### src/rtl/updown_mod_counter.sv
// Up/down counter with a programmable modulus, parallel load, and wrap or saturate at the bounds.
// The wrap pulse is registered. tc is decoded from y and updown so that stages can be cascaded.
module updown_mod_counter #(
    parameter int WIDTH     = 8,
    parameter int MAX_COUNT = 2**WIDTH - 1,
    parameter bit SATURATE  = 1'b0
) (
    input  logic             clk,
    input  logic             rst,
    input  logic             en,
    input  logic             updown,
    input  logic             load,
    input  logic [WIDTH-1:0] load_val,
    output logic [WIDTH-1:0] y,
    output logic             tc,
    output logic             wrap
);

    localparam logic [WIDTH-1:0] MAX_V  = WIDTH'(MAX_COUNT);
    localparam logic [WIDTH-1:0] ZERO_V = {WIDTH{1'b0}};
    localparam logic [WIDTH-1:0] ONE_V  = WIDTH'(1);

    logic [WIDTH-1:0] r_y;
    logic             r_wrap;
    logic [WIDTH-1:0] w_y_next;
    logic             w_wrap_next;
    logic [WIDTH-1:0] w_load_clamped;
    logic             w_at_max;
    logic             w_at_zero;

    // Values above the modulus are clamped on load, so y never leaves 0..MAX_COUNT.
    always_comb begin
        w_at_max  = (r_y == MAX_V);
        w_at_zero = (r_y == ZERO_V);
        if (load_val > MAX_V) begin
            w_load_clamped = MAX_V;
        end else begin
            w_load_clamped = load_val;
        end
    end

    // Next-state logic. Load has priority over count; a bound event sets the wrap pulse.
    always_comb begin
        w_y_next    = r_y;
        w_wrap_next = 1'b0;
        if (load) begin
            w_y_next = w_load_clamped;
        end else if (en) begin
            if (updown) begin
                if (w_at_max) begin
                    w_wrap_next = 1'b1;
                    if (SATURATE) begin
                        w_y_next = r_y;
                    end else begin
                        w_y_next = ZERO_V;
                    end
                end else begin
                    w_y_next = r_y + ONE_V;
                end
            end else begin
                if (w_at_zero) begin
                    w_wrap_next = 1'b1;
                    if (SATURATE) begin
                        w_y_next = r_y;
                    end else begin
                        w_y_next = MAX_V;
                    end
                end else begin
                    w_y_next = r_y - ONE_V;
                end
            end
        end else begin
            w_y_next = r_y;
        end
    end

    // Count and wrap-pulse registers. Reset aborts any pending load or count.
    always_ff @(posedge clk or posedge rst) begin
        if (rst) begin
            r_y    <= ZERO_V;
            r_wrap <= 1'b0;
        end else begin
            r_y    <= w_y_next;
            r_wrap <= w_wrap_next;
        end
    end

    assign y    = r_y;
    assign wrap = r_wrap;
    assign tc   = updown ? w_at_max : w_at_zero;

endmodule
### config.mk
export PLATFORM = sky130hd
export DESIGN_NAME = updown_mod_counter
export DESIGN_NICKNAME = d
export VERILOG_FILES = /design/src/rtl/updown_mod_counter.sv
export SDC_FILE = /design/constraint.sdc
export NUM_CORES = 1
export LEC_CHECK = 0
export CAP_MARGIN = 20
export CORE_UTILIZATION = 43
export DETAILED_ROUTE_END_ITERATION = 10
export PLACE_DENSITY = 0.86
export SYNTH_ARGS = -nofsm -noshare
export SYNTH_HDL_FRONTEND = slang
export SYNTH_SLANG_ARGS = --single-unit
### constraint.sdc
create_clock -name clk -period 1.8 [get_ports clk]
set_input_delay 0.36 -clock clk [delete_from_list [all_inputs] [get_ports clk]]
set_output_delay 0.36 -clock clk [all_outputs]
set_load 0.01 [all_outputs]
Yosys cells after proc, flatten, opt, wreduce, memory -nomap -nowiden:

Index checks and enable logic that the tools add are counted.

* logic and storage cells: 20
* bits of input ports: 13
* bits in registers: 9

* reductions and logical operators: 2
* equal/unequal tests: 1
* $add $sub $neg: 2
* muxes and demuxes: 12
* order comparisons: 1

Operators by type and width (number)
* 8-bit two-way mux: 6
* 8-bit by 1-bit adder with 8-bit output, second input constant: 1
* 8-bit equality test, second input constant: 1
* 8-bit greater-than comparator, second input constant: 1
* 8-bit logical NOT: 1
* 8-bit by 1-bit subtractor with 8-bit output, second input constant: 1
* 1-bit two-way mux: 6
* 2-bit nonzero test: 1

Logic depth before layout (Yosys ltp):

* depth after elaboration: 5
* depth in mapped cells: 7

Worst setup path after synthesis:

No wires, ideal clock.

* path kind: flip-flop to output port
* start: reg r_y[4] (netlist: y[4])
* end: out tc
* slack: -233 ps
* stages on the path, launching flop included: 5
* data required time: 1440 ps
* arrival: 1673 ps
* path buffers: 1
* cell sequence: dfrtp_1 -> or4_4 -> buf_6 -> or3_4 -> o21ai_2

* longest elaborated chain between the ends: 2
* elaborated cells on any way between the ends: 3
* classes of those cells: eq/ne: 1; mux: 1; reduce/logical: 1

RTL lines
* start, declared: RTL line 23 `logic [WIDTH-1:0] r_y;`
* start signal, assigned: RTL line 83 `r_y <= w_y_next;`
* 8-bit equality test or 8-bit logical NOT (tied branches): RTL line 33, 34
* 1-bit two-way mux (*): RTL line 90 `assign tc = updown ? w_at_max : w_at_zero;`
* end, declared: RTL line 15 `output logic tc,`

Mark *: on every way between the ends. The rest lies on a longest branch, timed or not.

Final worst setup path:

* start: reg r_y[1] (netlist: y[1])
* end: out tc

The elaborated chain is that of the path after synthesis.

==> impl_metrics.sql <==
INSERT INTO impl_metrics (metric_group, metric, value, unit) VALUES
('run_status', 'outcome', 'complete, but fails checks', ''),
('run_status', 'violations', 'design-rule violations, negative setup slack', ''),
('synthesis', 'post_synthesis_cells', '116', ''),
('die', 'floorplan.die.width', '48.0', 'µm'),
('critical_path', 'worst_r2r_startpoint', 'y[1]$_DFFE_PP0P_', ''),
('critical_path', 'critPathKind', 'reg -> out', ''),
('sta', 'finalCriticalPeriod', '2.19', 'ns'),
('clocking', 'ctsRootBufferMaster', 'sky130_fd_sc_hd__clkbuf_4', ''),
('synthesis', 'ys_top_cells_by_count', 'sky130_fd_sc_hd__nand2_1 (16), sky130_fd_sc_hd__dfrtp_1 (9), sky130_fd_sc_hd__o21ai_0 (8)', ''),
('die', 'io_pins', '23', ''),
('die', 'coreArea', '0.00198', 'mm²'),
('placement', 'detailed_place.area', '0.00130', 'mm²'),
('synthesis', 'synth.area.top_cells', 'sky130_fd_sc_hd__dfrtp_1 (25%), sky130_fd_sc_hd__nand2_1 (6.6%), sky130_fd_sc_hd__o21ai_0 (4.4%)', ''),
('clocking', 'path_clk_slew', '0.07', 'ns'),
('synthesis', 'synth_enable_flop_cells', '0', ''),
('sta', 'fin_crit_sh', '1.22', ''),
('clocking', 'cts_max_level', '1', ''),
('global_routing', 'grt_start_max_net_pins', '14', ''),
('power', 'power_frac_clock', '0.188', ''),
('critical_path', 'worstPathCellList', 'inv_2 -> ha_4 -> or2b_4 -> or3_4 -> o21ai_4 -> buf_6', ''),
('sta', 'fin_hold_ws', '0.359', 'ns'),
('synthesis', 'synthFlopType', 'sky130_fd_sc_hd__dfrtp_1', ''),
('cells_and_area', 'num_antenna_cells', '0', ''),
('route', 'drt_first_iter_violations', '85', ''),
('synthesis', 'synthesis.area', '910', 'µm²'),
('synthesis', 'async_reset_ff_frac', '1.00', ''),
('route', 'route.antenna.remaining_nets', '0', ''),
('route', 'drtPass1Iterations', '9', ''),
('synthesis', 'ff_latch_count_synth', '9', ''),
('placement', 'place_inst', '182', ''),
('power', 'internal_power_of_the_cells', '557', 'µW'),
('die', 'start_util', '0.459', ''),
('global_routing', 'globalRouteTotalUtil', '0.292', ''),
('critical_path', 'critPathLaunchType', 'flip-flop', ''),
('sta', 'post-route-worst-setup-slack', '-0.394', 'ns'),
('synthesis', 'synth_area_leader_cell', 'sky130_fd_sc_hd__dfrtp_1', ''),
('clocking', 'cts-hold-fix-buffers', '0', ''),
('route', 'drt_wl_total', '3520', 'µm'),
('power', 'total_switching_power', '363', 'µW'),
('synthesis', 'synth-seq-area-share', '0.248', ''),
('critical_path', 'critical_path.max_stage_delay', '0.41', 'ns'),
('sta', 'setup_viol', '7', ''),
('clocking', 'cts_inserted_buffers', '3', ''),
('sta', 'drv_slew', '0', ''),
('global_routing', 'grt_first_pass_wirelength', '4500', 'µm'),
('route', 'post_drt_via_cell_ratio', '6.32', ''),
('cells_and_area', 'area_growth_syn_to_layout', '59.6', '%'),
('power', 'power.sequential.fraction', '0.273', ''),
('clocking', 'tritoncts', 'done', ''),
('synthesis', 'synthesis.nets', '132', ''),
('power', 'total_leakage_power', '0.590', 'nW'),
('synthesis', 'synth.most_common_cell', 'sky130_fd_sc_hd__nand2_1', ''),
('route', 'via_count', '1208', ''),
('clocking', 'clockBufferDepth', '2', ''),
('cells_and_area', 'fillerInstances', '131', ''),
('cells_and_area', 'postLayoutCellArea', '0.00145', 'mm²'),
('sta', 'final-hold-violation-count', '0', ''),
('cells_and_area', 'final_cell_count_no_fill', '191', ''),
('synthesis', 'synth.distinct_cells', '48', ''),
('min_path', 'worst_hold_path_type', 'in -> async', ''),
('critical_path', 'critPathArrivalTime', '1.83', 'ns'),
('power', 'power_frac_comb', '0.539', ''),
('critical_path', 'timing.critical_path.required', '1.44', 'ns'),
('synthesis', 'avgSynthCellArea', '7.84', 'µm²'),
('global_routing', 'grt_pass1_vias', '989', ''),
('synthesis', 'yosysWarningCount', '0', ''),
('die', 'die-area', '0.00230', 'mm²'),
('route', 'drc_errors', '2', ''),
('power', 'power.switching_fraction', '0.395', ''),
('sta', 'timing_worst_slew_pin_value', '0.381', 'ns'),
('sta', 'rsz_0062_raised_after_global_routing', 'true', '');
## power groups by stage
stage                     Sequential (mW)  Combinational [mW]  Clock [mW]
after floorplan                     0.278               0.210           0
after global placement              0.249               0.415           0
after detailed placement            0.252               0.426           0
after CTS                           0.249               0.448       0.169
after global routing                0.252               0.528       0.185
final                               0.251               0.496       0.173
## sequential cells by signal, indices dropped and copies added (netlist names)
register,flops
wrap,1
y,8
## worst paths after layout
check / end / slack, ns / cells past startpoint
min in group clk: y[6]$_DFFE_PP0P_ / 0.68 / 3
worst max register to register: y[4]$_DFFE_PP0P_ / -0.24 / 8
worst min register to register: y[3]$_DFFE_PP0P_ / 0.70 / 3
worst max-delay path: tc / -0.39 / 6
worst min-delay path: y[2]$_DFFE_PP0P_ / 0.36 / 2
max in group asynchronous: y[4]$_DFFE_PP0P_ / 1.14 / 2
## cell families after synthesis
kind of cell	count (synthesis)	share of synthesized area
compound gates	30	0.231
mux	1	0.0110
flops	9	0.248
fa+ha+maj	3	0.0413
simple gates	52	0.310
xor+xnor	5	0.0482
buf+inv	16	0.111
## worst reg2reg max path: stages (launching register included)
cell	delay (ns)
sky130_fd_sc_hd__dfrtp_1	0.41
sky130_fd_sc_hd__inv_2	0.09
sky130_fd_sc_hd__ha_4	0.13
sky130_fd_sc_hd__or2b_4	0.26
sky130_fd_sc_hd__or3_4	0.38
sky130_fd_sc_hd__buf_4	0.14
sky130_fd_sc_hd__buf_4	0.14
sky130_fd_sc_hd__a211o_1	0.26
sky130_fd_sc_hd__o311ai_2	0.10
## through the flow
stage / TNS [ns] / setup WS (ns) / util
floorplan: -0.474 / -0.201 / -
global placement: -1.15 / -0.480 / 0.655
CTS: -1.21 / -0.414 / 0.700
finish: -1.14 / -0.394 / 0.732
global route: -1.59 / -0.434 / 0.732
detailed placement: -1.42 / -0.531 / 0.655
## layout by cell type (no fill, tap or decap), types with 2 or more instances in the layout
cell type                         count
sky130_fd_sc_hd__buf_4               31
sky130_fd_sc_hd__clkdlybuf4s50_1     20
sky130_fd_sc_hd__nand2_1             15
sky130_fd_sc_hd__o21ai_0              8
sky130_fd_sc_hd__nor2_1               7
sky130_fd_sc_hd__dfrtp_1              7
sky130_fd_sc_hd__nand3_1              4
sky130_fd_sc_hd__inv_1                4
sky130_fd_sc_hd__nor2b_1              3
sky130_fd_sc_hd__nor3_1               3
sky130_fd_sc_hd__a21oi_1              3
sky130_fd_sc_hd__xnor2_1              3
sky130_fd_sc_hd__clkbuf_4             3
sky130_fd_sc_hd__or3_4                2
sky130_fd_sc_hd__xor2_1               2
sky130_fd_sc_hd__nor3b_1              2
sky130_fd_sc_hd__inv_2                2
sky130_fd_sc_hd__nor4_1               2
sky130_fd_sc_hd__a211oi_1             2
sky130_fd_sc_hd__ha_1                 2
sky130_fd_sc_hd__buf_6                2
sky130_fd_sc_hd__dfrtp_2              2
## layout make-up
cell class	instances	area [µm²]	area share
Tap cell	27	33.8	0.0233
Clock buffer	4	26.3	0.0181
Multi-Input combinational cell	91	677	0.466
Sequential cell	9	228	0.157
Timing Repair Buffer	54	464	0.320
Inverter	6	22.5	0.0155
## what timing repair did
action / CTS / global route
pin swaps: 6 / 5
endpoints found under the setup margin: 7 / 9
hold endpoints to repair: 0 / 0
gates resized for setup: 14 / 11
setup buffers: 4 / 1
## layer usage
metal | wire [µm] | global-route usage | vias up
met5 | 0 | 0 | -
met1 | 1270 | 0.365 | 533
li1 | - | - | 518
met3 | 348 | 0.0679 | 41
met4 | 278 | 0.189 | 0
met2 | 1620 | 0.446 | 116
No activity file was read; power rests on OpenSTA's default activity.
==> RTL change 1: new RTL, config.mk and constraints unchanged <==
Register the output `y` once more, without a reset; this adds one clock of latency there. The other outputs are not delayed to match. Comments in the files are not updated.
--- a/src/rtl/updown_mod_counter.sv
+++ b/src/rtl/updown_mod_counter.sv
@@ -85,7 +85,9 @@
         end
     end
 
-    assign y    = r_y;
+    always_ff @(posedge clk) begin
+        y <= r_y;
+    end
     assign wrap = r_wrap;
     assign tc   = updown ? w_at_max : w_at_zero;
 
Check against the original RTL: not equivalent (a bounded check fails within 4 cycles, from zero or initial values and one cycle with rst high).
==> RTL change 1 against the original RTL <==
Register-to-register slack got worse by 0.03 ns. Sequential cell count grew 8. Final cell count increased by 0.52%. Total power increased by 17%. Setup slack worse by 0.10 ns. Area after synthesis is 13% higher. Sequential power grew 76%. Via count shrank 2.9%. Cell area grew 5.9%. Core utilization fell by 4.4 points. Hold slack worse by 0.018 ns. The run ends with negative setup slack left. Routed wire length fell by 5.8%. Largest cell class unchanged.
==> RTL change 1: results (changes against the original RTL) <==
sequential area share after synthesis=37.4% (was 24.8%); layout cell share with drive strength beyond 1=31.1% (was 35.4%); routed length on met2=1.54 mm (was 1.62 mm); share of async-settable or async-resettable flops after synthesis=52.9% (was 100%); clock insertion delay at the later pin of the skew report=0.30 ns (was 0.27 ns); source of the worst register-to-register timing path=r_y[1]$_DFFE_PP0P_ (was y[1]$_DFFE_PP0P_); proportion of synthesized area in mux cells=0.972% (was 1.10%); largest voltage drop on the vdd net=0.574 mV (was 0.317 mV); slowest stage cell, crit path=or4b_4 (was dfrtp_1); Synthesized Nets=140 (was 132); Vias per Instance=6.11 (was 6.32); Detailed Routing Iterations Pass 1=4 (was 9); xor-xnor portion of the synthesized cell area=2.55% (was 4.81%); uppermost signal routing layer after detailed routing=met4 (unchanged); number of cells upsized or downsized after cts=13 (was 14); Tot GR Track Use=26.6% (was 29.2%); number of global-route vias before repair=1088 (was 989); met3 wire length=281 um (was 348 um); DR DRC count=0 (was 2); GP Congestion=0.917 (was 0.997); largest net degree at the start of global routing=17 (was 14); wire length on met1=1.39 mm (was 1.27 mm); number of setup violations in the final report=7 (unchanged); Unique masters post-synth=42 (was 48); first-iteration detailed-routing DRC count=108 (was 85); run status=finished with violations (unchanged); worst setup slack for register-to-register paths=-0.27 ns (was -0.24 ns); cell types with the largest area share after synthesis=dfrtp_1 (22%), dfxtp_1 (16%), nand2_1 (4.7%) (was dfrtp_1 (25%), nand2_1 (6.6%), o21ai_0 (4.4%)); Leak Pwr=0.622 nW (was 0.590 nW); Flop+latch power=0.000442 W (was 0.000251 W); synthesized-area fraction occupied by ao, oa, aoi and oai cells=22.4% (was 23.1%); setup clock skew after layout=0.00189 ns (was 0.00252 ns); global-route wire length before repair=5.08 mm (was 4.50 mm); clock slew at the register clock pins of the worst setup and hold paths=0.10 ns (was 0.07 ns); post-synthesis adder-cell area fraction=3.65% (was 4.13%); Worst Setup Slack, final=-0.499 ns (was -0.394 ns); Layout Nets=181 (unchanged); sequential share of power=40.9% (was 27.3%); H-tree depth=1 (unchanged); postcts setup bufs=3 (was 4); capture instance of the worst register-to-register path=r_y[7]$_DFFE_PP0P_ (was y[4]$_DFFE_PP0P_); CP arrival=1.94 ns (was 1.83 ns); HPWL after detailed placement=2.19 mm (was 2.20 mm); Comb power=0.000420 W (was 0.000496 W); number of fill cells in the layout=172 (was 131); Pint=0.000712 W (was 0.000557 W); most common library cells after synthesis=nand2_1 (13), a21oi_1 (9), dfrtp_1 (9), dfxtp_1 (8), inv_1 (8) (was nand2_1 (16), dfrtp_1 (9), o21ai_0 (8), nor2_1 (7), inv_1 (6)); Largest stage delay, worst path=0.46 ns (was 0.41 ns); failing checks=negative setup slack (was design-rule violations, negative setup slack); Slew HR=71.2% (was 74.6%); Routed WL per cell=17.2 um (was 18.4 um)
[RTL change 1: changes by cell type in the layout (fill, tap and decap cells not counted), moves of 3 or more]
cell     before  now
a21oi_1       3    8
buf_4        31   27
dfxtp_1       0    8
nand2_1      15   11
nor2b_1       3    0
o21ai_1       0    3
[RTL change 1: through the flow]
| stage | instances | hold WS, ns | TNS, ns | setup slack [ns] | area, um^2 |
|---|---|---|---|---|---|
| floorplan | 124 | 0.188 | -0.165 | -0.139 | 1080 |
| global placement | 185 | 0.498 | -1.42 | -0.526 | 1430 |
| detailed placement | 185 | 0.499 | -1.52 | -0.568 | 1430 |
| CTS | 191 | 0.362 | -0.939 | -0.499 | 1510 |
| global route | 192 | 0.381 | -1.68 | -0.549 | 1540 |
| finish | 192 | 0.342 | -1.18 | -0.499 | 1540 |
[RTL change 1: routing by layer]
metal	vias to the layer above	GRT usage [%]
met4	0	16.2
met1	551	35.3
met2	82	40.8
met3	14	3.27
met5	-	0
li1	526	-
[RTL change 1: area by class of cell]
| cell class | instances | share of cell area (%) |
|---|---|---|
| Inverter | 9 | 2.52 |
| Tap cell | 28 | 2.28 |
| Multi-Input combinational cell | 85 | 40.8 |
| Clock buffer | 4 | 1.71 |
| Timing Repair Buffer | 49 | 27.6 |
| Sequential cell | 17 | 25.1 |
[RTL change 1: worst max path at each step]
stage               endpoint  slack [ns]                from
detailed placement        tc       -0.57  r_y[1]$_DFFE_PP0P_
global placement          tc       -0.53  r_y[0]$_DFFE_PP0P_
global route              tc       -0.55  r_y[0]$_DFFE_PP0P_
finish                    tc       -0.50  r_y[1]$_DFFE_PP0P_
CTS                       tc       -0.50  r_y[1]$_DFFE_PP0P_
floorplan                 tc       -0.14  r_y[1]$_DFFE_PP0P_
==> RTL change 2: new RTL, same flow settings <==
Without the edit above. `SATURATE`: 1'b0 -> 1'b1.
--- a/src/rtl/updown_mod_counter.sv
+++ b/src/rtl/updown_mod_counter.sv
@@ -3,7 +3,7 @@
 module updown_mod_counter #(
     parameter int WIDTH     = 8,
     parameter int MAX_COUNT = 2**WIDTH - 1,
-    parameter bit SATURATE  = 1'b0
+    parameter bit SATURATE  = 1'b1
 ) (
     input  logic             clk,
     input  logic             rst,
Function: changed (Yosys sat finds a counterexample within 4 cycles, from zero or initial values and one cycle with rst high).
==> RTL change 2 against the original RTL <==
The run ends with negative setup slack left. Cell area increased by 0.35%. Hold slack got worse by 0.0050 ns. Core utilization increased by 12 points. Count of clock-buffer cells in the layout unchanged. Non-clock buffer count increased by 4. Total power increased by 62%. Routed wire length decreased by 4.9%. Area after synthesis decreased by 14%. Setup slack improved by 0.18 ns. Sequential cell count unchanged. Highest routed layer unchanged.
==> RTL change 2: results (changes against the original RTL) <==
run status=finished with violations (unchanged); failing checks=negative setup slack (was design-rule violations, negative setup slack); number of flip-flops under the largest register name=8 (unchanged); wire length on met1=1.25 mm (was 1.27 mm); sequential area share after synthesis=28.8% (was 24.8%); number of cells upsized or downsized after cts=23 (was 14); total via count after detailed routing=1032 (was 1208); number of antenna violations at the first check in global routing=0 (unchanged); setup clock skew after layout=0.00654 ns (was 0.00252 ns); Worst Setup Slack, final=-0.213 ns (was -0.394 ns); Root Buffer=clkbuf_4 (unchanged); most common library cells after synthesis=dfrtp_1 (9), nand2_1 (9), o21ai_1 (7), a21oi_1 (6), ha_1 (6) (was nand2_1 (16), dfrtp_1 (9), o21ai_0 (8), nor2_1 (7), inv_1 (6)); H-tree depth=1 (unchanged); met3 wire length=205 um (was 348 um); largest net degree at the start of global routing=12 (was 14); total inserted antenna cells=0 (unchanged); share of async-settable or async-resettable flops after synthesis=100% (unchanged); number of CTS-inserted buffers=3 (unchanged); postcts setup bufs=10 (was 4); GP Congestion=0.871 (was 0.997); Routed WL per cell=19.4 um (was 18.4 um); Largest stage delay, worst path=0.45 ns (was 0.41 ns); layout cell share with drive strength beyond 1=47.6% (was 35.4%); CTS Buffer Depth=2 (unchanged); slowest stage cell, crit path=dfrtp_2 (was dfrtp_1); clock insertion delay at the later pin of the skew report=0.28 ns; Leak Pwr=0.659 nW (was 0.590 nW); number of global-route vias before repair=1040 (was 989); class of the most critical hold timing path=in -> async (unchanged); Unique masters post-synth=39 (was 48); CP arrival=2.17 ns (was 1.83 ns); Least-Margin Pin Slew=0.395 ns (was 0.381 ns); Detailed Routing Iterations Pass 1=4 (was 9); routed length on met2=1.69 mm (was 1.62 mm); family of cells with the greatest summed delay on the critical path=simple AND/OR/NAND/NOR gates (unchanged); met3 track demand over resource in global routing=6.94% (was 6.79%); crit path max fanout=4 (was 2); Post-DP Area=0.00123 mm^2 (was 0.00130 mm^2); count of hold-fix buffers inserted at cts=0 (unchanged); uppermost signal routing layer after detailed routing=met4 (unchanged); Tot GR Track Use=35.3% (was 29.2%); count of port buffers added during placement=22 (unchanged); Critical Path Start=y[1]$_DFFE_PP0P_ (unchanged); routing usage on met2=63.5% (was 44.6%); largest voltage drop on the vdd net=0.565 mV (was 0.317 mV); Synthesized Nets=108 (was 132); GR Util met1=36.9% (was 36.5%); primary flip-flop cell chosen by synthesis mapping=dfrtp_1 (unchanged); number of setup violations in the final report=6 (was 7); global-route wire length before repair=4.91 mm (was 4.50 mm); warnings from Yosys=0 (unchanged); first-iteration detailed-routing DRC count=27 (was 85); HPWL after detailed placement=2.04 mm (was 2.20 mm); cell types with the largest area share after synthesis=dfrtp_1 (29%), ha_1 (9.6%), o21ai_1 (4.5%) (was dfrtp_1 (25%), nand2_1 (6.6%), o21ai_0 (4.4%)); Layout Nets=168 (was 181); clock slew at the register clock pins of the worst setup and hold paths=0.07 ns (about the same)
==> RTL change 2: changes by cell type in the layout (fill, tap and decap cells not counted), sizes merged, moves of 3 or more <==
cell / change
nand3: -3
inv: -3
ha: +3
buf: +4
nor2: -4
nor2b: -3
nand2: -7
==> RTL change 2: final cells by class <==
class / instances / area [um^2]
inverter: 3 / 13.8
fill: 93 / 251
timing repair buffer: 58 / 505
multi-input combinational: 73 / 649
clock buffer: 4 / 26.3
tap: 25 / 31.3
sequential: 9 / 230
==> RTL change 2: path summary, 6_finish.rpt <==
check	to	slack, ns
worst max-delay path	y[3]$_DFFE_PP0P_	-0.21
worst max register to register	y[3]$_DFFE_PP0P_	-0.21
worst min register to register	wrap$_DFF_PP0_	0.82
max in group asynchronous	y[4]$_DFFE_PP0P_	1.15
worst min-delay path	y[5]$_DFFE_PP0P_	0.35
min in group clk	y[1]$_DFFE_PP0P_	0.65
==> RTL change 2: through the flow <==
stage          hold WS [ns]  TNS [ns]  worst slack (ns)  cells
2_1_floorplan         0.188    -0.263            -0.102     88
3_3_place_gp          0.641     -4.33            -0.688    159
3_5_place_dp          0.649     -5.18            -0.800    159
4_1_cts               0.358    -0.389            -0.142    171
5_1_grt               0.395     -1.18            -0.233    172
6_report              0.354    -0.687            -0.213    172
==> RTL change 2: logic make-up after synthesis <==
kind of cell / Yosys count / share of synthesized area [%]
compound gates: 28 / 23.5
buf+inv: 6 / 3.84
mux: 4 / 5.92
flops: 9 / 28.8
simple gates: 28 / 19.0
xor+xnor: 6 / 6.72
fa+ha+maj: 7 / 12.2
==> RTL change 2: where the power goes <==
| part | internal, W | switching [W] |
|---|---|---|
| sequential | 0.000250 | 0.0000805 |
| combinational | 0.000552 | 0.000439 |
| clock | 0.0000860 | 0.0000834 |
| total | 0.000888 | 0.000602 |
